[src/rtl/ws2811_strip_sequencer.sv]
// rtl/ws2811_strip_sequencer.sv - WS2811 strip frame sequencer: pattern ROM walk, swap/scale, tx handshake
module ws2811_strip_sequencer #(
    parameter int CLOCK_SPEED           = 50_000_000,
    parameter int UPDATES_PER_SECOND    = 20,
    parameter int UNITS_NUMBER          = 100,
    parameter int PATTERN_COLORS_NUMBER = 128,
    parameter int PATTERNS_NUMBER       = 4,
    parameter int MAX_SPEED             = 4,
    localparam int CW = $clog2(PATTERN_COLORS_NUMBER),
    localparam int PW = (PATTERNS_NUMBER > 1) ? $clog2(PATTERNS_NUMBER) : 1
) (
    input  logic           clkIN,
    input  logic           nResetIN,
    input  logic           cmdValidIN,
    input  logic [2:0]     cmdIN,
    output logic [PW+CW-1:0] romAddrOUT,
    input  logic [23:0]    romDataIN,
    output logic [23:0]    pixelDataOUT,
    output logic           txStartOUT,
    input  logic           txBusyIN,
    output logic           frameActiveOUT,
    output logic           overrunOUT
);

    localparam int TICK_CYCLES = CLOCK_SPEED / UPDATES_PER_SECOND;
    localparam int TW = (TICK_CYCLES > 1) ? $clog2(TICK_CYCLES) : 1;
    localparam int UW = $clog2(UNITS_NUMBER + 1);

    typedef enum logic [2:0] {
        S_IDLE,
        S_FETCH,
        S_DATA,
        S_SEND,
        S_HOLD,
        S_WAITDONE
    } state_t;

    state_t         r_state;
    state_t         w_next;

    logic [TW-1:0]  r_tick_cnt;
    logic           w_tick;

    // live settings, edited by commands at any time
    logic           r_pause;
    logic           r_dir;
    logic [PW-1:0]  r_pattern;
    logic [2:0]     r_swap;
    logic [2:0]     r_bright;
    logic [CW-1:0]  r_speed;

    // per-frame copies, frozen at frame start
    logic [PW-1:0]  r_pat_f;
    logic [2:0]     r_swap_f;
    logic [2:0]     r_bright_f;

    logic [CW-1:0]  r_shift;
    logic [CW-1:0]  r_idx;
    logic [UW-1:0]  r_count;
    logic [PW+CW-1:0] r_rom_addr;
    logic [23:0]    r_pixel;
    logic           r_overrun;

    logic [CW-1:0]  w_colour;
    logic [23:0]    w_swapped;
    logic [23:0]    w_scaled;
    logic           w_tx_start;
    logic           w_frame_active;

    assign w_tick   = (r_tick_cnt == TW'(TICK_CYCLES - 1));
    assign w_colour = r_idx + r_shift;

    assign romAddrOUT     = r_rom_addr;
    assign pixelDataOUT   = r_pixel;
    assign txStartOUT     = w_tx_start;
    assign frameActiveOUT = w_frame_active;
    assign overrunOUT     = r_overrun;

    // byte * (bright + 1) / 8; bright 7 passes the byte through unchanged
    function automatic logic [7:0] scale_byte(input logic [7:0] v, input logic [2:0] b);
        logic [10:0] p;
        p = {3'b000, v} * {7'b0000000, ({1'b0, b} + 4'd1)};
        return p[10:3];
    endfunction

    // free-running frame tick divider
    always_ff @(posedge clkIN or negedge nResetIN) begin
        if (!nResetIN) begin
            r_tick_cnt <= '0;
        end else if (w_tick) begin
            r_tick_cnt <= '0;
        end else begin
            r_tick_cnt <= r_tick_cnt + TW'(1);
        end
    end

    // command decode into live settings; swap opcodes edit speed while paused
    always_ff @(posedge clkIN or negedge nResetIN) begin
        if (!nResetIN) begin
            r_pause   <= 1'b0;
            r_dir     <= 1'b0;
            r_pattern <= '0;
            r_swap    <= 3'd0;
            r_bright  <= 3'd7;
            r_speed   <= CW'(1);
        end else if (cmdValidIN) begin
            case (cmdIN)
                3'd0: r_pause <= ~r_pause;
                3'd1: r_dir <= ~r_dir;
                3'd2: r_pattern <= r_pattern + PW'(1);
                3'd3: r_pattern <= r_pattern - PW'(1);
                3'd4: begin
                    if (r_pause) begin
                        if (r_speed != CW'(MAX_SPEED)) begin
                            r_speed <= r_speed + CW'(1);
                        end
                    end else begin
                        r_swap <= (r_swap == 3'd5) ? 3'd0 : r_swap + 3'd1;
                    end
                end
                3'd5: begin
                    if (r_pause) begin
                        if (r_speed != CW'(1)) begin
                            r_speed <= r_speed - CW'(1);
                        end
                    end else begin
                        r_swap <= (r_swap == 3'd0) ? 3'd5 : r_swap - 3'd1;
                    end
                end
                3'd6: begin
                    if (r_bright != 3'd7) begin
                        r_bright <= r_bright + 3'd1;
                    end
                end
                default: begin
                    if (r_bright != 3'd0) begin
                        r_bright <= r_bright - 3'd1;
                    end
                end
            endcase
        end
    end

    // channel reorder of {A,B,C} selected by the frame's swap code
    always_comb begin
        w_swapped = romDataIN;
        case (r_swap_f)
            3'd0: w_swapped = {romDataIN[23:16], romDataIN[15:8],  romDataIN[7:0]};
            3'd1: w_swapped = {romDataIN[23:16], romDataIN[7:0],   romDataIN[15:8]};
            3'd2: w_swapped = {romDataIN[15:8],  romDataIN[23:16], romDataIN[7:0]};
            3'd3: w_swapped = {romDataIN[15:8],  romDataIN[7:0],   romDataIN[23:16]};
            3'd4: w_swapped = {romDataIN[7:0],   romDataIN[23:16], romDataIN[15:8]};
            3'd5: w_swapped = {romDataIN[7:0],   romDataIN[15:8],  romDataIN[23:16]};
            default: w_swapped = romDataIN;
        endcase
    end

    // brightness scaling applied after the swap
    always_comb begin
        w_scaled = {scale_byte(w_swapped[23:16], r_bright_f),
                    scale_byte(w_swapped[15:8],  r_bright_f),
                    scale_byte(w_swapped[7:0],   r_bright_f)};
    end

    // sequencer state register
    always_ff @(posedge clkIN or negedge nResetIN) begin
        if (!nResetIN) begin
            r_state <= S_IDLE;
        end else begin
            r_state <= w_next;
        end
    end

    // next-state and handshake outputs
    always_comb begin
        w_next         = r_state;
        w_tx_start     = 1'b0;
        w_frame_active = 1'b1;
        case (r_state)
            S_IDLE: begin
                w_frame_active = 1'b0;
                if (w_tick) begin
                    w_next = S_FETCH;
                end
            end
            S_FETCH: w_next = S_DATA;
            S_DATA:  w_next = S_SEND;
            S_SEND: begin
                w_tx_start = 1'b1;
                w_next     = S_HOLD;
            end
            S_HOLD:  w_next = S_WAITDONE;
            S_WAITDONE: begin
                if (!txBusyIN) begin
                    w_next = (r_count != '0) ? S_FETCH : S_IDLE;
                end
            end
            default: begin
                w_frame_active = 1'b0;
                w_next         = S_IDLE;
            end
        endcase
    end

    // frame datapath: latch settings at frame start, walk the ROM, register pixels
    always_ff @(posedge clkIN or negedge nResetIN) begin
        if (!nResetIN) begin
            r_pat_f    <= '0;
            r_swap_f   <= 3'd0;
            r_bright_f <= 3'd7;
            r_shift    <= '0;
            r_idx      <= '0;
            r_count    <= '0;
            r_rom_addr <= '0;
            r_pixel    <= '0;
            r_overrun  <= 1'b0;
        end else begin
            r_overrun <= w_tick && (r_state != S_IDLE);
            case (r_state)
                S_IDLE: begin
                    if (w_tick) begin
                        r_pat_f    <= r_pattern;
                        r_swap_f   <= r_swap;
                        r_bright_f <= r_bright;
                        if (!r_pause) begin
                            r_shift <= r_dir ? (r_shift - r_speed) : (r_shift + r_speed);
                        end
                        r_idx   <= '0;
                        r_count <= UW'(UNITS_NUMBER);
                    end
                end
                S_FETCH: r_rom_addr <= {r_pat_f, w_colour};
                S_DATA:  r_pixel <= w_scaled;
                S_SEND: begin
                    r_idx   <= r_idx + CW'(1);
                    r_count <= r_count - UW'(1);
                end
                default: ;
            endcase
        end
    end

endmodule

[config.mk]
export PLATFORM = sky130hd
export DESIGN_NAME = ws2811_strip_sequencer
export DESIGN_NICKNAME = d
export VERILOG_FILES = /design/src/rtl/ws2811_strip_sequencer.sv
export SDC_FILE = /design/constraint.sdc
export NUM_CORES = 1
export LEC_CHECK = 0
export BUFFER_PORTS_ARGS = -buffer_cell sky130_fd_sc_hd__buf_2
export CAP_MARGIN = 20
export CORE_MARGIN = 4
export CORE_UTILIZATION = 65
export DETAILED_ROUTE_END_ITERATION = 7
export PLACE_DENSITY = 0.84
export SLEW_MARGIN = 5
export SYNTH_ARGS = -nofsm -noshare
export SYNTH_HDL_FRONTEND = slang
export SYNTH_SLANG_ARGS = --single-unit
[constraint.sdc]
create_clock -name clkIN -period 7.6 [get_ports clkIN]
set_input_delay 0.38 -clock clkIN [delete_from_list [all_inputs] [get_ports clkIN]]
set_output_delay 0.38 -clock clkIN [all_outputs]
set_load 0.03 [all_outputs]
# Word level (Yosys, flattened, before mapping)
# Cells that the tools add are included.
# totals
ff_bits	105
latch_bits	0
mem_bits_rw	0
mem_bits_ro	0
in_bits	31
output_inout_bits	36
elab_cells	118
n_memories	0
# classes
addsub	15
mul	3
n_div	0
n_lt_le_gt_ge	0
n_eq_ne	30
shift	0
mux	27
bitwise_logic	3
reduce_logical	23
# op_table
operator	count
$pmux 24 s5	1
$mux 7	7
$pmux 7 s2	3
$mul 8x4->11	3
$eq 3x3->1 const B	8
$mux 3	8
$add 22x1->22 const B	1
$eq 22x22->1 const B	1
$mux 22	1
$eq 3x2->1 const B	6
$ne 2x2->1 const B	9
$pmux 3 s6	1
$add 7x1->7 const B	2
$add 7x7->7	2
$sub 7x1->7 const B	2
$pmux 3 s2	2
$reduce_and 2->1	6
$eq 3x1->1 const B	3
$logic_not 3->1	3
$reduce_and 4->1	2
$reduce_bool 2->1	4
$ne 7x1->1 const B	1
$ne 7x3->1 const B	1
$reduce_bool 7->1	1
other kinds (16)	23

# Depth between registers and ports, before layout
# Gate-level depths: netlist of run 1.
# logic_depth
ltp_word	4
mapped_depth	20
mapped_depth_nobuf	17

# Worst setup path before layout of run 1
# OpenSTA, ideal clock, no wires.
# synth_timing
kind	reg2reg
start	register r_swap_f[2]
end	register r_pixel[7], in the netlist pixelDataOUT[7]
setup_ns	0.135
arrival_time_ns	4.259
required_time_ns	7.465
path_slack_ns	3.206
path_stages_with_launch	19
n_path_buf	4
period_less_slack_ns	4.394
path_cell_list	dfrtp_1 > buf_2 > buf_2 > buf_2 > clkbuf_1 > nand3_1 > o221ai_1 > nor2_1 > fa_1 > inv_1 > fa_1 > inv_1 > ha_1 > nor2b_1 > o31a_1 > or4_1 > a31oi_1 > xnor2_1 > o21ai_0
# synth_between
elab_chain_cells	3
word_cells_on_any_way	7
classes_between	mul (1); eq/ne (5); mux (1)
# synth_rtl
element	line	rtl
from (decl)	54	logic [2:0] r_swap_f;
from (signal assigned)	223	r_swap_f <= r_swap;
$eq 3x3->1, or another cell as far along	147	case (r_swap_f)
$pmux 24 s5 *	147	
$mul 8x4->11 *	82	p = {3'b000, v} * {7'b0000000, ({1'b0, b} + 4'd1)};
to (signal assigned)	233	S_DATA: r_pixel <= w_scaled;
to (decl)	61	logic [23:0] r_pixel;
# Mark *: on every way between the ends. The rest lies on a longest branch, timed or not.
# A chain may end at the register's enable or synchronous reset.

# Worst setup path in the final report of run 1
# layout_timing
start	register r_swap_f[1]
end	register r_pixel[7], in the netlist pixelDataOUT[7]
# The elaborated chain is that of the path after synthesis.

==> flow_metrics.env, run 1 <==
export IMPL_r2r_cells=15
export IMPL_drt_pass1_iterations=6
export IMPL_cts_hold_buffers=1
export IMPL_yosysTopAreaCell="dfrtp_1"
export IMPL_maxCapViolCount=0
export IMPL_initial_core_util=0.6711
export IMPL_ff_latch_area_sq_um=2636
export IMPL_dieWidth_microns=122.6
export IMPL_die_area_sq_um=15030
export IMPL_clock_latency_ns=0.36
export IMPL_gp_congestion=0.9786
export IMPL_wl_per_cell_microns=15.31
export IMPL_fmax_mhz=199.6
export IMPL_overflow=0
export IMPL_crit_path_start_kind="flip-flop"
export IMPL_worst_setup_path_end_kind="flip-flop"
export IMPL_placed_cell_area_sq_um=8950
export IMPL_io_buffer_count=66
export IMPL_syn_inst=984
export IMPL_setup_violations=0
export IMPL_root_buffer="clkbuf_16"
export IMPL_grt_max_degree=69
export IMPL_yosysWarnings=0
export IMPL_grt_use_total=0.2571
export IMPL_synth_area_per_cell_sq_um=8.677
export IMPL_rows=41
export IMPL_fin_nets=1155
export IMPL_path_max_fanout=32
export IMPL_min_from="txBusyIN"
export IMPL_cts_setup_buffers=0
export IMPL_routed_via_density=5.781
export IMPL_synthesis_nets=1111
export IMPL_final_cell_mix="110 x nand2_1, 98 x dfrtp_1, 92 x nor2_1, 80 x inv_1, 73 x o21ai_0"
export IMPL_r2r_slack_ns=2.59
export IMPL_critPathArrivalTime_ns=5.24
export IMPL_core_sq_um=12720
export IMPL_hold_end="r_state[2]"
export IMPL_synth_edf_count=0
export IMPL_fin_crit_sh=0.6591
export IMPL_grt_pass1_wl_microns=30840
export IMPL_synth_distinct_cells=69
export IMPL_cts_tree="built"
export IMPL_hpwlAfterDp_microns=14130
export IMPL_powerDensity_nw_per_um2=219.3
export IMPL_vias=6966
export IMPL_leakagePower_nw=4.465
export IMPL_worstSetupPathType="reg -> reg"
export IMPL_h_tree_depth=3
export IMPL_fillers=988
export IMPL_cts_resized=0
export IMPL_cp_required_ns=7.84
export IMPL_synthFlopType="dfrtp_1"
export IMPL_drc=0
export IMPL_rsz0062_at_grt="false"
export IMPL_status="completed"
export IMPL_multiInputGateArea_sq_um=5428
export IMPL_yosys_area_top_type_share=0.2872
export IMPL_drive_gt1_frac=0.1317
export IMPL_netlist_top_cells_area="dfrtp_1 29%, fa_1 9.1%, ha_1 8.4%"
export IMPL_regToRegStartpoint="r_swap_f[1]"
export IMPL_first_iter_violations=552
export IMPL_synth_area_sq_um=8538
export IMPL_async_reset_ff_frac=1.000
export IMPL_hold_path_cell_count=5
export IMPL_ios=67
export IMPL_fin_tns_setup_ns=0
export IMPL_path_clk_slew_ns=0.08
export IMPL_hold_viol=0
export IMPL_antenna_found_initial=0
export IMPL_synth_yosys_seq_area_share=0.3088
export IMPL_slew_headroom=0.3447
export IMPL_clockBufferDepth=2
export IMPL_wl_microns=18450
export IMPL_numCtsBuffers=9
export IMPL_finalMaxSlewViolations=0
export IMPL_clock_sinks=105
export IMPL_final_common_cell="nand2_1"
export IMPL_area_delta_synth_final_pct=8.441
export IMPL_yosys_register_bits=105
export IMPL_clock_skew_ns=0.01164
export IMPL_fin_area_sq_um=9259
export IMPL_period_needed_ns=5.009
export IMPL_r2r_end="pixelDataOUT[7]"
export IMPL_peakVddDrop_v=0.0002053
export IMPL_die_y_microns=122.6
export IMPL_grt_pass1_vias=6493
export IMPL_drtAntennaViolNets=0
export IMPL_diodes=0
export IMPL_hp_class="in -> reg"
export IMPL_worst_pin_slew_ns=0.9829
stage by stage:
step / std cells / total power, mW / hold slack (ns) / setup slack [ns] / util
global route: 1205 / 2.182 / 0.3636 / 2.279 / 0.7278
global placement: 1187 / 1.559 / 0.3673 / 2.640 / 0.7035
finish: 1205 / 2.030 / 0.3543 / 2.591 / 0.7278
CTS: 1204 / 2.044 / 0.3393 / 2.498 / 0.7266
detailed placement: 1187 / 1.587 / 0.3648 / 2.510 / 0.7035
floorplan: 984 / 1.386 / 0.08441 / 3.206 / -
cells by family after synthesis:
| kind of cell | Yosys count | share of synthesized area |
|---|---|---|
| AND/OR/NAND/NOR | 368 | 0.2119 |
| flip-flops | 105 | 0.3088 |
| buffers and inverters | 120 | 0.05554 |
| adder cells (fa/ha/maj) | 96 | 0.1750 |
| AO/OA/AOI/OAI | 200 | 0.1454 |
| multiplexers | 18 | 0.02271 |
| XOR/XNOR | 77 | 0.08075 |
cell type report:
cell class | count | share of cell area
clock buffer | 9 | 0.02432
timing repair buffer | 73 | 0.04270
multi-input combinational | 759 | 0.5862
clock inverter | 7 | 0.006351
sequential | 105 | 0.2847
inverter | 80 | 0.03243
tap | 172 | 0.02324
state kept, by name, summed over array words and instances, names as in the netlist, 2 cells and up:
register and flops:
pixelDataOUT 24, r_bright 3, r_bright_f 3, r_count 7
r_idx 7, r_pat_f 2, r_pattern 2, r_shift 7
r_speed 7, r_state 3, r_swap 3, r_swap_f 3
r_tick_cnt 22, romAddrOUT 9
how the worst max path moves through the flow:
stage	startpoint	endpoint	slack (ns)	depth (start not counted)
floorplan	r_swap_f[2]	pixelDataOUT[7]	3.21	18
CTS	r_swap_f[2]	pixelDataOUT[7]	2.50	15
finish	r_swap_f[1]	pixelDataOUT[7]	2.59	15
global placement	r_swap_f[2]	pixelDataOUT[7]	2.64	15
detailed placement	r_swap_f[2]	pixelDataOUT[7]	2.51	15
global route	r_swap_f[1]	pixelDataOUT[15]	2.28	16
Yosys cell counts, types with 3 or more instances:
master and number:
nand3_1 29, nand2b_1 18, and2_1 15, o21a_1 8, buf_2 7, and3_1 13, a221oi_1 4, a21o_1 9
or2_2 15, o22ai_1 11, or3b_2 3, a22oi_1 5, xor2_1 35, xnor2_1 40, a21oi_1 37, inv_1 80
o21bai_1 4, nand3b_1 3, nand2_1 110, o31ai_1 11, a31oi_1 11, o21ai_0 73, nor2b_1 8, nand4_1 16
dfstp_2 7, mux2i_1 7, nor2_1 92, ha_1 57, dfrtp_1 98, clkbuf_1 29, fa_1 39, mux2_2 11
o221ai_1 4, o211ai_1 3, nor3_1 22, a211oi_1 4, o22a_1 3, nor4_1 4
report_power, final:
| group | internal [mW] | switching (mW) | leakage [nW] |
|---|---|---|---|
| sequential | 0.690 | 0.147 | 1.36 |
| clock | 0.228 | 0.222 | 0.139 |
| combinational | 0.282 | 0.461 | 2.97 |
| total | 1.20 | 0.830 | 4.47 |
metal layers:
metal / vias to the layer above / GRT usage / wire [microns]
met2: 197 / 0.4071 / 8707
met1: 3284 / 0.3589 / 8421
li1: 3459 / - / -
met3: 26 / 0.04516 / 996
met5: - / 0 / 0
met4: 0 / 0.09027 / 326
worst max-delay path, cell delays in order (launching register included):
cell	delay, ns
dfrtp_1	0.99
nand2b_1	0.46
nand2_1	0.16
o221ai_1	0.40
nor2_1	0.10
fa_1	0.50
inv_1	0.05
fa_1	0.52
inv_1	0.04
ha_1	0.34
nor2b_1	0.17
o31a_1	0.27
or4_1	0.41
a31oi_1	0.24
xnor2_1	0.14
o21ai_0	0.08
(Power assumes the default switching activity.)
==> inputs of run 2 (changes only) <==
Settings changed: ABC_AREA set to 1, CORE_UTILIZATION 65 to 62, PLACE_DENSITY 0.84 to 0.81.
Clock period 7.6 ns to 5.2 ns, I/O delays scaled along.
==> run 2 against run 1 <==
Effect of this change: via count is 4.9% higher; sequential share of layout area is 0.64 points lower; global-route usage is 2.2 points lower; synthesized area is 1.6% higher; first-iteration DRC count is 13% lower; combinational power is 51% higher; register-to-register slack worse by 1.7 ns; core utilization is 2.4 points lower; clock-buffer cell count stayed put; non-clock buffer count is 4 lower.
==> flow_metrics.env, run 2 <==
export IMPL_rsz0062_at_grt="false"
export IMPL_slew_headroom=0.3026
export IMPL_final_cell_mix="267 x nand2_1, 212 x inv_1, 98 x dfrtp_1, 82 x nor2_1"
export IMPL_yosysMostFrequentCell="nand2_1"
export IMPL_drt_pass1_iterations=5
export IMPL_root_buffer="clkbuf_16"
export IMPL_fin_tns_setup_ns=0
export IMPL_cts_tree="built"
export IMPL_clock_latency_ns=0.36
export IMPL_clock_sinks=105
export IMPL_worstSetupPathType="reg -> reg"
export IMPL_diodes=0
export IMPL_wl_microns=18110
export IMPL_routed_via_density=5.310
export IMPL_vias=7306
export IMPL_grt_use_total=0.2351
export IMPL_worst_pin_slew_ns=1.042
export IMPL_drtAntennaViolNets=0
export IMPL_grt_max_degree=59
export IMPL_gp_congestion=0.9789
export IMPL_fmax_mhz=230.8
export IMPL_yosysTopAreaCell="dfrtp_1"
export IMPL_synth_distinct_cells=55
export IMPL_dieWidth_microns=126.3
export IMPL_hold_viol=0
export IMPL_yosysWarnings=0
export IMPL_hp_class="in -> reg"
export IMPL_gr_usage_met3=0.03810
export IMPL_worst_setup_path_end_kind="flip-flop"
export IMPL_wl_per_cell_microns=13.16
export IMPL_synthFlopType="dfrtp_1"
export IMPL_final_common_cell="nand2_1"
export IMPL_initial_core_util=0.6448
export IMPL_dp_cells=1359
export IMPL_period_needed_ns=4.333
export IMPL_status="completed"
export IMPL_use_met1=0.3308
export IMPL_io_buffer_count=66
export IMPL_critPathArrivalTime_ns=4.59
export IMPL_fillers=1139
export IMPL_synth_area_per_cell_sq_um=7.656
export IMPL_fin_crit_sh=0.8333
export IMPL_drive_gt1_frac=0.1283
export IMPL_peakVddDrop_v=0.0002465
export IMPL_path_clk_slew_ns=0.08
export IMPL_numCtsBuffers=9
export IMPL_h_tree_depth=3
export IMPL_die_area_sq_um=15950
export IMPL_largest_register_ffs=24
export IMPL_synthesis_nets=1260
export IMPL_clock_skew_ns=0.01249
export IMPL_overflow=0
export IMPL_first_iter_violations=481
export IMPL_core_sq_um=13450
export IMPL_yosys_area_top_type_share=0.2827
export IMPL_leakagePower_nw=5.171
export IMPL_fin_area_sq_um=9472
export IMPL_met2_usage=0.3825
export IMPL_grt_pass1_vias=6968
export IMPL_rows=42
export IMPL_synth_edf_count=0
export IMPL_path_max_fanout=16
export IMPL_grt_pass1_wl_microns=31540
export IMPL_synth_area_sq_um=8675
export IMPL_die_y_microns=126.3
export IMPL_powerDensity_nw_per_um2=315.3
export IMPL_crit_path_start_kind="flip-flop"
export IMPL_fin_nets=1322
export IMPL_setup_violations=0
export IMPL_hpwlAfterDp_microns=14430
export IMPL_finalMaxSlewViolations=0
export IMPL_grt_busiest_layer="met2"
export IMPL_maxCapViolCount=0
export IMPL_drc=0
export IMPL_instances_no_fill=1376
export IMPL_syn_inst=1133
export IMPL_async_reset_ff_frac=1.000
export IMPL_yosys_register_bits=105
export IMPL_ios=67
export IMPL_synth_yosys_seq_area_share=0.3039
export IMPL_area_delta_synth_final_pct=9.188
export IMPL_antenna_found_initial=0
export IMPL_cp_required_ns=5.45
export IMPL_clockBufferDepth=2
export IMPL_cts_setup_buffers=0
export IMPL_placed_cell_area_sq_um=9150
export IMPL_netlist_top_cells_area="dfrtp_1 28%, nand2_1 12%, inv_1 9.2%"
export IMPL_ys_top_cells_by_count="267 x nand2_1, 212 x inv_1, 98 x dfrtp_1"
## run 2: cell types whose count changed after synthesis, sizes merged, moves of 13 or more
| cell | previous run | this run |
|---|---|---|
| nand3 | 30 | 45 |
| and3 | 13 | 0 |
| xnor2 | 41 | 13 |
| inv | 80 | 222 |
| clkbuf | 29 | 12 |
| nand2b | 18 | 0 |
| and2 | 15 | 1 |
| nand2 | 110 | 281 |
## run 2: path summary, 6_finish.rpt
check	from	endpoint	slack [ns]	cells past startpoint
worst min-delay path	cmdIN[1]	r_pattern[0]	0.21	3
worst max-delay path	r_bright_f[0]	pixelDataOUT[13]	0.87	14
worst min register to register	pixelDataOUT[20]	pixelDataOUT[20]	0.48	2
max in group asynchronous	nResetIN	r_speed[6]	3.63	3
min in group asynchronous	nResetIN	r_tick_cnt[20]	0.49	2
worst max register to register	r_bright_f[0]	pixelDataOUT[13]	0.87	14
## run 2: area by class of cell
| type | instances | area (sq um) | share of cell area |
|---|---|---|---|
| Clock buffer | 9 | 225.2 | 0.02378 |
| Sequential cell | 105 | 2636 | 0.2783 |
| Timing Repair Buffer | 69 | 357.8 | 0.03778 |
| Clock inverter | 7 | 86.33 | 0.009115 |
| Tap cell | 176 | 220.2 | 0.02325 |
| Inverter | 224 | 842.1 | 0.08890 |
| Multi-Input combinational cell | 786 | 5104 | 0.5388 |
## run 2: power by group
| group | internal, mW | switching, mW | leakage, nW |
|---|---|---|---|
| Sequential | 1.01 | 0.149 | 1.35 |
| Clock | 0.383 | 0.327 | 0.150 |
| Combinational | 0.375 | 0.744 | 3.67 |
## run 2: stage by stage
| stage | power [mW] | hold WS, ns | setup WS (ns) | utilization |
|---|---|---|---|---|
| 2_1_floorplan | 1.995 | -0.03559 | 1.174 | - |
| 3_5_place_dp | 2.294 | 0.3583 | 0.9266 | 0.6802 |
| 6_report | 2.986 | 0.2131 | 0.8666 | 0.7041 |
| 3_3_place_gp | 2.265 | 0.3577 | 1.116 | 0.6802 |
| 4_1_cts | 3.009 | 0.2055 | 0.9025 | 0.7041 |
| 5_1_grt | 3.211 | 0.2378 | 0.6242 | 0.7041 |
## run 2: timing repair
action / 4_1_cts / 5_1_grt
setup endpoints to repair: 0 / 0
hold buffers: 1 / 0
endpoints found under the hold margin: 57 / 0
resized for setup: 0 / 0
## run 2: worst max-delay path: stages, from the launching register on
cell,delay (ns)
dfstp_2,0.64
nand3_1,0.31
inv_1,0.50
nand2_1,0.16
fa_1,0.55
inv_1,0.05
fa_1,0.53
fa_1,0.48
a21o_1,0.18
a21oi_1,0.23
nor2_1,0.10
o21ai_0,0.15
nand2_1,0.09
xor2_1,0.14
o21ai_0,0.13
## run 2: logic make-up after synthesis
logic type | after synthesis | synth area share
flip-flops | 105 | 0.3039
XOR/XNOR | 59 | 0.05957
AO/OA/AOI/OAI | 166 | 0.1158
buffers and inverters | 242 | 0.1077
adder cells (fa/ha/maj) | 96 | 0.1722
AND/OR/NAND/NOR | 465 | 0.2407
## run 2: per-layer routing
metal	wire, microns	vias to the layer above
met5	0	-
met4	320	0
met3	839	26
met2	8498	180
met1	8454	3396
li1	-	3704
==> inputs of run 3 (changes only) <==
Settings changed: CORE_UTILIZATION 62 to 56, PLACE_DENSITY 0.81 to 0.77.
Clock period 5.2 ns to 3.6 ns, I/O delays scaled along.
==> run 3 against run 2 <==
Effect of this change: the flow now finishes with violations (negative setup slack); wire length is 20% higher; core utilization is 1.3 points higher; via count is 7.8% higher; worst setup slack worse by 1.0 ns; critical path depth is 6 higher; sequential power is 46% higher; sequential share of layout area is 3.6 points lower; maximum frequency is 15% higher; global-route usage is 0.87 points higher; final cell count is 7.9% higher; first-iteration DRC count is 35% higher; critical endpoint is now pixelDataOUT[21]; largest power group is now combinational logic.
==> flow_metrics.env, run 3 (synthesized netlist as in run 2, its figures left out) <==
export IMPL_p_sw_frac=0.4203
export IMPL_hpwlAfterDp_microns=15730
export IMPL_worstSetupPathType="reg -> reg"
export IMPL_finalMaxSlewViolations=0
export IMPL_crit_path_start_kind="flip-flop"
export IMPL_dp_slack_ns=-0.1936
export IMPL_clock_skew_ns=0.01216
export IMPL_diodes=0
export IMPL_grt_use_total=0.2438
export IMPL_cp_slowest_stage_delay_ns=0.55
export IMPL_hp_class="in -> reg"
export IMPL_largest_register_ffs=24
export IMPL_status="finished, violations left"
export IMPL_finalPower_mw=4.346
export IMPL_period_needed_ns=3.771
export IMPL_vias=7878
export IMPL_fin_nets=1420
export IMPL_clockBufferDepth=2
export IMPL_drtAntennaViolNets=0
export IMPL_worst_setup_path_end_kind="flip-flop"
export IMPL_fin_crit_sh=1.048
export IMPL_rows=45
export IMPL_antenna_found_initial=0
export IMPL_routed_via_density=5.305
export IMPL_die_area_sq_um=17550
export IMPL_pwr_share_comb=0.395
export IMPL_leakagePower_nw=5.697
export IMPL_setup_violations=11
export IMPL_path_clk_slew_ns=0.07
export IMPL_drc=0
export IMPL_rsz0062_at_grt="true"
export IMPL_p_sw_mw=1.827
export IMPL_gp_congestion=0.9956
export IMPL_dieWidth_microns=132.5
export IMPL_pwr_share_clk=0.217
export IMPL_first_iter_violations=649
export IMPL_overflow=0
export IMPL_wl_per_cell_microns=14.59
export IMPL_worst_pin_slew_ns=0.6785
export IMPL_die_y_microns=132.5
export IMPL_area_delta_synth_final_pct=25.60
export IMPL_numCtsBuffers=9
export IMPL_cp_required_ns=3.90
export IMPL_layout_setup_ws_ns=-0.1710
export IMPL_drt_pass1_iterations=5
export IMPL_final_cell_mix="251 x nand2_1, 204 x inv_1, 96 x dfrtp_1, 92 x buf_4, 76 x nor2_1"
export IMPL_core_sq_um=15200
export IMPL_cts_tree="built"
export IMPL_grt_pass1_wl_microns=35670
export IMPL_clock_sinks=105
export IMPL_clock_latency_ns=0.36
export IMPL_whs_ns=0.1159
export IMPL_violations="negative setup slack"
export IMPL_path_max_fanout=7
export IMPL_power_frac_seq=0.388
export IMPL_fmax_mhz=265.2
export IMPL_powerDensity_nw_per_um2=398.9
export IMPL_critPathArrivalTime_ns=4.07
export IMPL_drive_gt1_frac=0.2614
export IMPL_grt_pass1_vias=7624
export IMPL_post_route_util=0.7167
export IMPL_fillers=1120
export IMPL_fin_tns_setup_ns=-1.109
export IMPL_io_buffer_count=66
export IMPL_final_common_cell="nand2_1"
export IMPL_cp_cell_sequence="buf_12 > nand2_8 > clkinv_8 > buf_12 > a221oi_4 > buf_4 > nor2_2 > fa_1 > inv_2 > fa_1 > inv_2 > ha_4 > a21o_1 > a31oi_4 > nor2_2 > nor2_1 > nor2_1 > o21ai_1 > nand2_1 > o21ai_1"
export IMPL_root_buffer="clkbuf_16"
export IMPL_initial_core_util=0.5706
export IMPL_slew_headroom=0.5477
export IMPL_maxCapViolCount=0
export IMPL_hold_viol=0
export IMPL_wl_microns=21670
export IMPL_h_tree_depth=3
export IMPL_cp_slowest_cell="fa_1"
export IMPL_peakVddDrop_v=0.0004036
export IMPL_p_int_mw=2.519
export IMPL_ios=67
export IMPL_grt_max_degree=55
## run 3: final timing paths
check	cells after the start	end	startpoint	slack, ns
worst max-delay path	20	pixelDataOUT[21]	r_swap_f[2]	-0.17
worst min-delay path	3	r_state[0]	txBusyIN	0.12
worst max register to register	20	pixelDataOUT[21]	r_swap_f[2]	-0.17
worst min register to register	2	pixelDataOUT[16]	pixelDataOUT[16]	0.47
max in group asynchronous	3	r_speed[0]	nResetIN	2.35
min in group asynchronous	2	romAddrOUT[1]	nResetIN	0.38
## run 3: routing by layer
metal	vias to the layer above	global-route usage	part of all wire
met4	0	0.06236	0.015
met5	-	0	0
met1	3719	0.3344	0.44
li1	3903	-	-
met2	227	0.4061	0.49
met3	29	0.03954	0.049
## run 3: power by group through the flow
| stage | registers (mW) | clock network, mW | logic [mW] |
|---|---|---|---|
| 2_1_floorplan | 1.84 | 0 | 1.04 |
| 3_5_place_dp | 1.70 | 0 | 1.67 |
| 6_report | 1.69 | 0.942 | 1.72 |
| 4_1_cts | 1.68 | 0.958 | 1.69 |
| 3_3_place_gp | 1.69 | 0 | 1.63 |
| 5_1_grt | 1.73 | 1.01 | 1.94 |
## run 3: timing repair
item,4_1_cts,5_1_grt
setup endpoints to repair,13,18
hold endpoints to repair,52,0
hold buffers,1,0
pin swaps,18,29
gates resized for setup,46,71
buffers inserted,9,16
## run 3: cell type report
type	count	area, sq um	area share
Clock inverter	6	50.05	0.004593
Multi-Input combinational cell	786	5720	0.5250
Tap cell	188	235.2	0.02159
Clock buffer	9	225.2	0.02067
Sequential cell	105	2639	0.2422
Inverter	224	854.6	0.07843
Timing Repair Buffer	167	1171	0.1075
## run 3: worst max-delay path, delay by kind of cell (launching register included)
kind | cells | cell delay [ns]
compound gates | 5 | 0.89
buf+inv | 6 | 0.65
fa+ha+maj | 3 | 1.22
flops | 1 | 0.44
simple gates | 6 | 0.51
## run 3: through the flow
stage	cell area [sq um]	std cells
floorplan	8736	1133
global placement	9789	1444
detailed placement	9789	1444
CTS	10390	1469
global route	10900	1485
finish	10900	1485
